$ cat config.mk
export PLATFORM = sky130hd
export DESIGN_NAME = mips_state_dumper_flat
export DESIGN_NICKNAME = d
export VERILOG_FILES = /design/src/rtl/mips_dump_pkg.sv /design/src/rtl/mips_state_dumper_if.sv /design/src/rtl/dump_run_timer.sv /design/src/rtl/mips_state_dumper.sv /design/src/flat_wrapper.sv
export SDC_FILE = /design/constraint.sdc
export NUM_CORES = 1
export LEC_CHECK = 0
export CORE_ASPECT_RATIO = 0.5
export CORE_MARGIN = 2
export CORE_UTILIZATION = 31
export CTS_CLUSTER_DIAMETER = 120
export CTS_CLUSTER_SIZE = 16
export DETAILED_ROUTE_END_ITERATION = 8
export PLACE_DENSITY = 0.86
export SETUP_SLACK_MARGIN = 0.2
export SLEW_MARGIN = 10
export SYNTH_ARGS = -nofsm -noshare
export SYNTH_HDL_FRONTEND = slang
export SYNTH_SLANG_ARGS = --single-unit
$ cat constraint.sdc
create_clock -name clk -period 5.43 [get_ports clk]
set_clock_uncertainty 0.2 [all_clocks]
set_input_delay 0.543 -clock clk [delete_from_list [all_inputs] [get_ports clk]]
set_output_delay 0.543 -clock clk [all_outputs]
set_load 0.01 [all_outputs]
$ cat src/rtl/mips_dump_pkg.sv
// Shared types and constants for the MIPS run controller / state dumper.
// Holds the controller state enum, the beat-kind codes and default sizes.
package mips_dump_pkg;

  localparam int unsigned DEF_RUN_CYCLES = 20;
  localparam int unsigned DEF_NREGS      = 32;
  localparam int unsigned DEF_MEM_DEPTH  = 256;
  localparam int unsigned DEF_DATA_W     = 32;
  localparam int unsigned IDX_W          = 8;
  localparam int unsigned REG_AW         = 5;
  localparam int unsigned MEM_AW         = 8;
  localparam int unsigned PC_W           = 32;

  typedef logic [1:0] dump_kind_t;

  localparam dump_kind_t KIND_REG = 2'd0;
  localparam dump_kind_t KIND_MEM = 2'd1;
  localparam dump_kind_t KIND_PC  = 2'd2;

  typedef enum logic [2:0] {
    ST_IDLE = 3'd0,
    ST_RUN  = 3'd1,
    ST_PCD  = 3'd2,
    ST_REGS = 3'd3,
    ST_MEM  = 3'd4,
    ST_DONE = 3'd5
  } dump_state_t;

endpackage

$ cat src/rtl/mips_state_dumper_if.sv
// Valid/ready dump stream carrying one architectural-state word per beat.
//   dump_valid  : beat available (master -> slave)
//   dump_ready  : sink accepts the beat (slave -> master)
//   dump_kind   : 0 register, 1 memory, 2 PC
//   dump_index  : register number / memory word index, 0 for PC
//   dump_data   : beat payload
interface mips_state_dumper_if #(
  parameter int unsigned DATA_W = 32
);
  import mips_dump_pkg::*;

  logic                dump_valid;
  logic                dump_ready;
  dump_kind_t          dump_kind;
  logic [IDX_W-1:0]    dump_index;
  logic [DATA_W-1:0]   dump_data;

  modport master (
    output dump_valid, dump_kind, dump_index, dump_data,
    input  dump_ready
  );

  modport slave (
    input  dump_valid, dump_kind, dump_index, dump_data,
    output dump_ready
  );

endinterface

$ cat src/rtl/dump_run_timer.sv
// Loadable down-counter that times the core RUN phase.
//   clk, reset : clock, synchronous active-high reset
//   load       : load counter with load_val (has priority over en)
//   load_val   : value to load
//   en         : decrement by one while non-zero
//   last_c     : combinational flag, counter currently equals 1
module dump_run_timer #(
  parameter int unsigned W = 5
) (
  input  logic         clk,
  input  logic         reset,
  input  logic         load,
  input  logic [W-1:0] load_val,
  input  logic         en,
  output logic         last_c
);

  logic [W-1:0] count;

  // Counter register; saturates at zero.
  always_ff @(posedge clk) begin
    if (reset) begin
      count <= '0;
    end else if (load) begin
      count <= load_val;
    end else if (en && (count != '0)) begin
      count <= count - W'(1);
    end
  end

  assign last_c = (count == W'(1));

endmodule

$ cat src/rtl/mips_state_dumper.sv
// Run controller and architectural-state streamer for the single-cycle MIPS
// core. On start it enables the core for RUN_CYCLES clocks, freezes it, then
// streams all registers and all data-memory words as valid/ready beats.
//
// Optional feature: define MIPS_DUMP_PC_EN to emit a PC beat (kind 2) ahead
// of the register beats. Without it pc_i is unused and kind 2 never appears.
//
// Ports:
//   clk, reset  : clock, synchronous active-high reset
//   start       : one-cycle run request, honoured only when idle
//   cpu_run     : core clock-enable, high for exactly RUN_CYCLES cycles
//   reg_addr    : register-file read address (same-cycle reg_rdata)
//   reg_rdata   : register-file read data
//   mem_addr    : data-memory read address (same-cycle mem_rdata)
//   mem_rdata   : data-memory read data
//   pc_i        : core PC (PC beat only)
//   busy        : high whenever not idle
//   done        : one-cycle pulse after the last beat is accepted
//   dump        : valid/ready beat stream (master side)
module mips_state_dumper
  import mips_dump_pkg::*;
#(
  parameter int unsigned RUN_CYCLES = DEF_RUN_CYCLES,
  parameter int unsigned NREGS      = DEF_NREGS,
  parameter int unsigned MEM_DEPTH  = DEF_MEM_DEPTH,
  parameter int unsigned DATA_W     = DEF_DATA_W
) (
  input  logic                  clk,
  input  logic                  reset,
  input  logic                  start,
  output logic                  cpu_run,
  output logic [REG_AW-1:0]     reg_addr,
  input  logic [DATA_W-1:0]     reg_rdata,
  output logic [MEM_AW-1:0]     mem_addr,
  input  logic [DATA_W-1:0]     mem_rdata,
  input  logic [PC_W-1:0]       pc_i,
  output logic                  busy,
  output logic                  done,
  mips_state_dumper_if.master   dump
);

  localparam int unsigned CNT_W = (RUN_CYCLES < 2) ? 1 : $clog2(RUN_CYCLES + 1);
  localparam logic [IDX_W-1:0] REG_LAST = IDX_W'(NREGS - 1);
  localparam logic [IDX_W-1:0] MEM_LAST = IDX_W'(MEM_DEPTH - 1);

`ifdef MIPS_DUMP_PC_EN
  localparam dump_state_t FIRST_DUMP = ST_PCD;
`else
  localparam dump_state_t FIRST_DUMP = ST_REGS;
  logic unused_pc;
  assign unused_pc = ^pc_i;
`endif

  dump_state_t      state, state_nxt;
  logic [IDX_W-1:0] idx, idx_nxt;
  logic             timer_load;
  logic             timer_last_c;
  logic             hs_c;

  // RUN-phase length counter.
  dump_run_timer #(
    .W (CNT_W)
  ) u_timer (
    .clk      (clk),
    .reset    (reset),
    .load     (timer_load),
    .load_val (CNT_W'(RUN_CYCLES)),
    .en       (state == ST_RUN),
    .last_c   (timer_last_c)
  );

  // Handshake; ready alone has no effect.
  assign hs_c = dump.dump_valid && dump.dump_ready;

  // State and walk-index registers.
  always_ff @(posedge clk) begin
    if (reset) begin
      state <= ST_IDLE;
      idx   <= '0;
    end else begin
      state <= state_nxt;
      idx   <= idx_nxt;
    end
  end

  // Next-state logic; the index only moves on a handshake so the beat stays stable.
  always_comb begin
    state_nxt  = state;
    idx_nxt    = idx;
    timer_load = 1'b0;
    case (state)
      ST_IDLE: begin
        idx_nxt = '0;
        if (start) begin
          timer_load = 1'b1;
          state_nxt  = (RUN_CYCLES == 0) ? FIRST_DUMP : ST_RUN;
        end
      end
      ST_RUN: begin
        if (timer_last_c) begin
          state_nxt = FIRST_DUMP;
        end
      end
`ifdef MIPS_DUMP_PC_EN
      ST_PCD: begin
        if (hs_c) begin
          state_nxt = ST_REGS;
        end
      end
`endif
      ST_REGS: begin
        if (hs_c) begin
          if (idx == REG_LAST) begin
            state_nxt = ST_MEM;
            idx_nxt   = '0;
          end else begin
            idx_nxt = idx + IDX_W'(1);
          end
        end
      end
      ST_MEM: begin
        if (hs_c) begin
          if (idx == MEM_LAST) begin
            state_nxt = ST_DONE;
            idx_nxt   = '0;
          end else begin
            idx_nxt = idx + IDX_W'(1);
          end
        end
      end
      ST_DONE: begin
        state_nxt = ST_IDLE;
      end
      default: begin
        state_nxt = ST_IDLE;
        idx_nxt   = '0;
      end
    endcase
  end

  // Output decode from the registered state and index.
  always_comb begin
    cpu_run         = 1'b0;
    busy            = (state != ST_IDLE);
    done            = 1'b0;
    reg_addr        = '0;
    mem_addr        = '0;
    dump.dump_valid = 1'b0;
    dump.dump_kind  = KIND_REG;
    dump.dump_index = '0;
    dump.dump_data  = '0;
    case (state)
      ST_RUN: begin
        cpu_run = 1'b1;
      end
`ifdef MIPS_DUMP_PC_EN
      ST_PCD: begin
        dump.dump_valid = 1'b1;
        dump.dump_kind  = KIND_PC;
        dump.dump_data  = DATA_W'(pc_i);
      end
`endif
      ST_REGS: begin
        reg_addr        = idx[REG_AW-1:0];
        dump.dump_valid = 1'b1;
        dump.dump_kind  = KIND_REG;
        dump.dump_index = idx;
        dump.dump_data  = reg_rdata;
      end
      ST_MEM: begin
        mem_addr        = idx[MEM_AW-1:0];
        dump.dump_valid = 1'b1;
        dump.dump_kind  = KIND_MEM;
        dump.dump_index = idx;
        dump.dump_data  = mem_rdata;
      end
      ST_DONE: begin
        done = 1'b1;
      end
      default: begin
        done = 1'b0;
      end
    endcase
  end

endmodule

$ cat src/flat_wrapper.sv
// flat-port wrapper written by rule: the top's interface ports become plain ports
module mips_state_dumper_flat import mips_dump_pkg::*;
#(
  parameter int unsigned RUN_CYCLES = DEF_RUN_CYCLES,
  parameter int unsigned NREGS      = DEF_NREGS,
  parameter int unsigned MEM_DEPTH  = DEF_MEM_DEPTH,
  parameter int unsigned DATA_W     = DEF_DATA_W
)
  (clk, reset, start, cpu_run, reg_addr, reg_rdata, mem_addr, mem_rdata, pc_i, busy, done, dump_dump_valid, dump_dump_kind, dump_dump_index, dump_dump_data, dump_dump_ready);
  mips_state_dumper_if #(.DATA_W(DATA_W)) dump_i ();
  input  logic clk;
  input  logic reset;
  input  logic start;
  output logic cpu_run;
  output logic [REG_AW-1:0] reg_addr;
  input  logic [DATA_W-1:0] reg_rdata;
  output logic [MEM_AW-1:0] mem_addr;
  input  logic [DATA_W-1:0] mem_rdata;
  input  logic [PC_W-1:0] pc_i;
  output logic busy;
  output logic done;
  output wire logic [$bits(dump_i.dump_valid)-1:0] dump_dump_valid;
  output wire logic [$bits(dump_i.dump_kind)-1:0] dump_dump_kind;
  output wire logic [$bits(dump_i.dump_index)-1:0] dump_dump_index;
  output wire logic [$bits(dump_i.dump_data)-1:0] dump_dump_data;
  input wire logic [$bits(dump_i.dump_ready)-1:0] dump_dump_ready;
  assign dump_dump_valid = dump_i.dump_valid;
  assign dump_dump_kind = dump_i.dump_kind;
  assign dump_dump_index = dump_i.dump_index;
  assign dump_dump_data = dump_i.dump_data;
  assign dump_i.dump_ready = dump_dump_ready;
  mips_state_dumper #(.RUN_CYCLES(RUN_CYCLES), .NREGS(NREGS), .MEM_DEPTH(MEM_DEPTH), .DATA_W(DATA_W)) u_core (.clk(clk), .reset(reset), .start(start), .cpu_run(cpu_run), .reg_addr(reg_addr), .reg_rdata(reg_rdata), .mem_addr(mem_addr), .mem_rdata(mem_rdata), .pc_i(pc_i), .busy(busy), .done(done), .dump(dump_i));
endmodule
==> Word level (Yosys, flattened, before mapping) <==
Cells that the tools add are included.
{ "classes": {"eq_ne": 13, "shifts": 0, "n_reduce_logical": 11, "n_div": 0, "order_cmp": 0, "addsub": 2, "n_mux": 24, "bitwise_logic": 1, "n_mul": 0} }
{ "op_table": {"columns": ["operator", "count"], "rows": [
  ["one-hot mux 32 bit (2 select lines)", 1],
  ["two-way mux 8 bit", 6],
  ["one-hot mux 8 bit (3 select lines)", 1],
  ["two-way mux 3 bit", 6],
  ["two-way mux 5 bit", 3],
  ["one-hot mux 3 bit (4 select lines)", 1],
  ["!= test 2 x 1 -> 1 bit, second input constant", 5],
  ["adder 8 x 1 -> 8 bit, second input constant", 1],
  ["equality test 8 x 5 -> 1 bit, second input constant", 1],
  ["equality test 8 bit, second input constant", 1],
  ["equality test 3 bit, second input constant", 2],
  ["two-way mux 1 bit", 6],
  ["AND reduction 6 bit", 1],
  ["OR reduction 2 bit", 3],
  ["equality test 5 x 1 -> 1 bit, second input constant", 1],
  ["nonzero test 5 bit", 1],
  ["subtractor 5 x 1 -> 5 bit, second input constant", 1],
  ["equality test 3 x 1 -> 1 bit, second input constant", 1],
  ["equality test 3 x 2 -> 1 bit, second input constant", 1],
  ["zero test 3 bit", 1],
  ["AND reduction 3 bit", 1],
  ["nonzero test 3 bit", 1],
  ["logical AND 1 bit", 2],
  ["!= test 2 bit, second input constant", 1],
  ["other kinds (2)", 2]
]} }
{ "word_totals": {"word_cells": 55, "ramBits": 0, "rom_bits": 0, "memories": 0, "register_bits": 16, "latch_bits": 0} }

==> Depth between registers and ports, before layout <==
{ "depth": {"ltp_word": 6, "depth_mapped": 6, "mapped_depth_nobuf": 6} }

==> Modules after synthesis <==
From an unflattened synthesis, not the netlist that was laid out.
{ "unflattened": {"cells_unflattened": 200, "hier_area_um2": 1512.7} }
{ "by_module_without_submodules": {"columns": ["mod", "seq_area_each_um2", "n_inst", "cells_each", "area_per_inst_um2"], "rows": [
  ["mips_state_dumper", 220.2, 1, 160, 1179.9],
  ["dump_run_timer", 100.1, 1, 40, 332.8]
]} }

==> Worst setup path after synthesis <==
No wires, ideal clock.
{ "synth_timing": {"path_kind": "flip-flop to output port", "start": "reg u_core.state[2]", "end": "out dump_dump_data[0]", "slack_ns": 3.212, "path_buffers": 3, "stages_incl_launch_ff": 7, "arrival_time_ns": 1.475, "path_cell_list": "dfxtp_1 -> buf_2 -> nor2b_1 -> and2_1 -> clkbuf_1 -> clkbuf_1 -> a22o_1"} }
{ "synth_between": {"elab_chain_len": 2} }
{ "synth_rtl": {"columns": ["item", "line_no", "source"], "rows": [
  ["start: declaration", "mips_state_dumper.sv:54", "dump_state_t state, state_nxt;"],
  ["start signal: assignment", "mips_state_dumper.sv:81", "state <= state_nxt;"],
  ["equality test 3 bit / equality test 3 x 2 -> 1 bit (equally long branches)", "mips_state_dumper.sv:152", "case (state)"],
  ["one-hot mux 32 bit (2 select lines) *", "mips_state_dumper.sv:152", null],
  ["end: declaration", "flat_wrapper.sv:25", "output wire logic [$bits(dump_i.dump_data)-1:0] dump_dump_data;"]
]} }
Mark *: on every way between the ends. The rest lies on a longest branch, timed or not.

==> Worst setup path in the final report <==
{ "layout_timing": {"start": "reg u_core.state[0]", "end": "out dump_dump_data[6]"} }
The elaborated chain is that of the path after synthesis.

==> results.json <==
{
  "antenna_found_initial": 0,
  "initial_core_util": 0.327,
  "required_ps": 4690,
  "clkLatencyLatePin_ps": 250,
  "overflow": 0,
  "fp-row-count": 17,
  "pwr-share-clk": 0.156,
  "sw_frac_of_total": 0.374,
  "fin_hold_ws_ps": 315,
  "rsz0062_at_grt": "false",
  "yosysSeqAreaShare": 0.219,
  "fillers": 371,
  "final_nets": 400,
  "core-area_mm2": 0.00447,
  "power_per_cell_area_mw_per_mm2": 208,
  "post_cts_buffers": 0,
  "grt_pass1_vias": 1658,
  "cp_slowest_cell": "and2_1",
  "path_max_fanout": 32,
  "worstSetupPathType": "reg -> out",
  "maxSlewHeadroom": 0.274,
  "grt_pass1_wl_um": 7970,
  "internal_power_mw": 0.354,
  "synth_cell_types": 50,
  "drc": 0,
  "worst_slew_pin_slew_ps": 1090,
  "cp_top_family": "simple AND/OR/NAND/NOR gates",
  "port_buffers": 125,
  "maxSlewViolCount": 0,
  "grt_usage": 0.188,
  "cts_root_buffer": "clkbuf_8",
  "dieArea_mm2": 0.00531,
  "die_y_um": 52.6,
  "outcome": "completed",
  "final_common_cell": "clkdlybuf4s50_1",
  "path_buf_inv": 1,
  "share_seq_of_total_power": 0.300,
  "worstPathCellList": "nor2b_1, and2_1, a22o_1, clkdlybuf4s50_1",
  "viasPerCell": 5.47,
  "final_cell_mix": "clkdlybuf4s50_1 (125), a22o_1 (32), dfxtp_1 (16), a21oi_1 (14), and2_1 (10)",
  "via_count": 1925,
  "drt_pass1_iterations": 4,
  "layoutNonFillerInstCount": 352,
  "critPathMaxStageDelay_ps": 920,
  "cts_hold_buf": 0,
  "crit_path_end_kind": "output port",
  "setup_viol": 0,
  "synth_seq_cells": 16,
  "drv_cap": 0,
  "drt_wl_total_um": 5360,
  "htree_levels": 1,
  "layout-area-overhead-vs-synth_pct": 86.6,
  "critPathArrivalTime_ps": 2940,
  "drt_iter0_drc": 118,
  "syn_area_mm2": 0.00146,
  "syn-num-nets": 290,
  "p_leak_nw": 0.978,
  "antenna_left": 0,
  "ys.warnings.count": 0,
  "tns_ps": 0,
  "cts_tree": "built",
  "clock.fmax_mhz": 272,
  "cts-buffers-inserted": 3,
  "gp_congestion": 0.945,
  "finalCritPeriodShare": 0.678,
  "peakVddDrop_mv": 0.125,
  "cp-start-kind": "flip-flop",
  "hp-class": "reg -> reg",
  "clk_pin_slew_worst_paths_ps": 60,
  "hold_violations": 0,
  "cts_sinks": 16,
  "dp_cells": 349,
  "dp_hpwl_um": 4320,
  "grt_start_max_net_pins": 40,
  "n_antenna_cell": 0,
  "power_frac_comb": 0.543,
  "drive_above_1_share": 0.0271,
  "die-width_um": 101,
  "switchingPower_mw": 0.212,
  "avgSynthCellArea_um2": 7.81,
  "wire_per_inst_um": 15.2,
  "cts_buffer_depth": 2,
  "cts_resized": 0,
  "synth_cells": 187,
  "ioPinCount": 159,
  "layout_min_cycle_time_ps": 3680
}
area by class of cell:
type	instances	area, um^2	area share
tap	57	71.3	0.0262
inverter	8	30.0	0.0110
timing repair buffer	125	1250	0.459
multi-input combinational	143	1010	0.371
sequential	16	320	0.117
clock buffer	3	41.3	0.0151
worst paths after layout:
path                                       from                end  slack [ps]  cells after the start
worst max-delay path            u_core.state[0]  dump_dump_data[6]        1750                      4
worst min-delay path              u_core.idx[0]      u_core.idx[0]         320                      2
worst max register to register  u_core.state[1]      u_core.idx[7]        3060                      4
worst min register to register    u_core.idx[0]      u_core.idx[0]         320                      2
cells in the mapped netlist (all sizes together):
cell | instances | area (um^2)
xnor2 | 1 | 8.76
a41oi | 1 | 27.5
or3 | 1 | 6.26
a31oi | 2 | 12.5
conb | 1 | 3.75
o31ai | 1 | 7.51
and2 | 10 | 62.6
and3 | 5 | 31.3
nand4b | 1 | 8.76
or4b | 1 | 10.0
inv | 8 | 30.0
nor4bb | 1 | 10.0
a22o | 32 | 280
a21o | 1 | 7.51
clkbuf | 9 | 35.0
or4 | 1 | 7.51
nand4 | 1 | 6.26
nor2b | 1 | 6.26
a211oi | 1 | 7.51
o2111ai | 3 | 26.3
o211ai | 6 | 45.0
nand2 | 7 | 26.3
or2 | 3 | 18.8
dfxtp | 16 | 320
nor4 | 1 | 6.26
ha | 3 | 37.5
a311oi | 1 | 8.76
nand3b | 3 | 26.3
nor2 | 9 | 33.8
a21oi | 14 | 70.1
o21ai | 6 | 30.0
and4 | 1 | 8.76
a211o | 2 | 17.5
buf | 11 | 63.8
nand3 | 5 | 25.0
xor2 | 1 | 8.76
nor3 | 6 | 30.0
nor3b | 2 | 20.0
and4b | 1 | 10.0
o21a | 3 | 22.5
a2111oi | 2 | 18.8
or3b | 2 | 17.5
metrics by stage:
stage,utilization,instance area (um^2),worst slack (ps),power (mW)
final,0.610,2730,1750,0.566
after global routing,0.610,2730,1560,0.607
after floorplan,-,1460,3210,0.344
after detailed placement,0.601,2690,2040,0.477
after CTS,0.610,2730,1780,0.567
after global placement,0.601,2690,2110,0.464
power groups by stage:
stage / clock, mW / sequential [mW] / combinational, mW
finish: 0.0886 / 0.170 / 0.308
global route: 0.0965 / 0.174 / 0.336
CTS: 0.0907 / 0.169 / 0.308
detailed placement: 0 / 0.172 / 0.305
global placement: 0 / 0.169 / 0.295
floorplan: 0 / 0.155 / 0.190
flip-flops by register name (all words and copies together) (netlist names):
register	cells
u_core.state	3
u_core.u_timer.count	5
u_core.idx	8
worst register-to-register path, stage by stage (launching register included):
cell,delay [ps]
dfxtp_1,610
nand3b_2,280
a21oi_1,730
nor2_1,150
o31ai_1,290
routing by layer:
metal | GRT usage | wire, um | share of wire | vias up
met3 | 0.0293 | 327 | 0.061 | 6
met2 | 0.366 | 2830 | 0.53 | 71
met1 | 0.218 | 2130 | 0.40 | 919
met4 | 0.0450 | 69 | 0.013 | 0
li1 | - | - | - | 929
met5 | 0 | 0 | 0 | -
logic make-up (layout without fill, tap and decap cells):
kind of cell / count (synthesis) / count (layout) / share of synthesized area
AO/OA/AOI/OAI: 75 / 75 / 0.398
XOR/XNOR: 2 / 2 / 0.0120
adder cells (fa/ha/maj): 3 / 3 / 0.0257
buffers and inverters: 28 / 136 / 0.0882
flip-flops: 16 / 16 / 0.219
other: 1 / 1 / 0.00257
AND/OR/NAND/NOR: 62 / 62 / 0.254
Note: power is estimated with default switching activity, not from simulation.
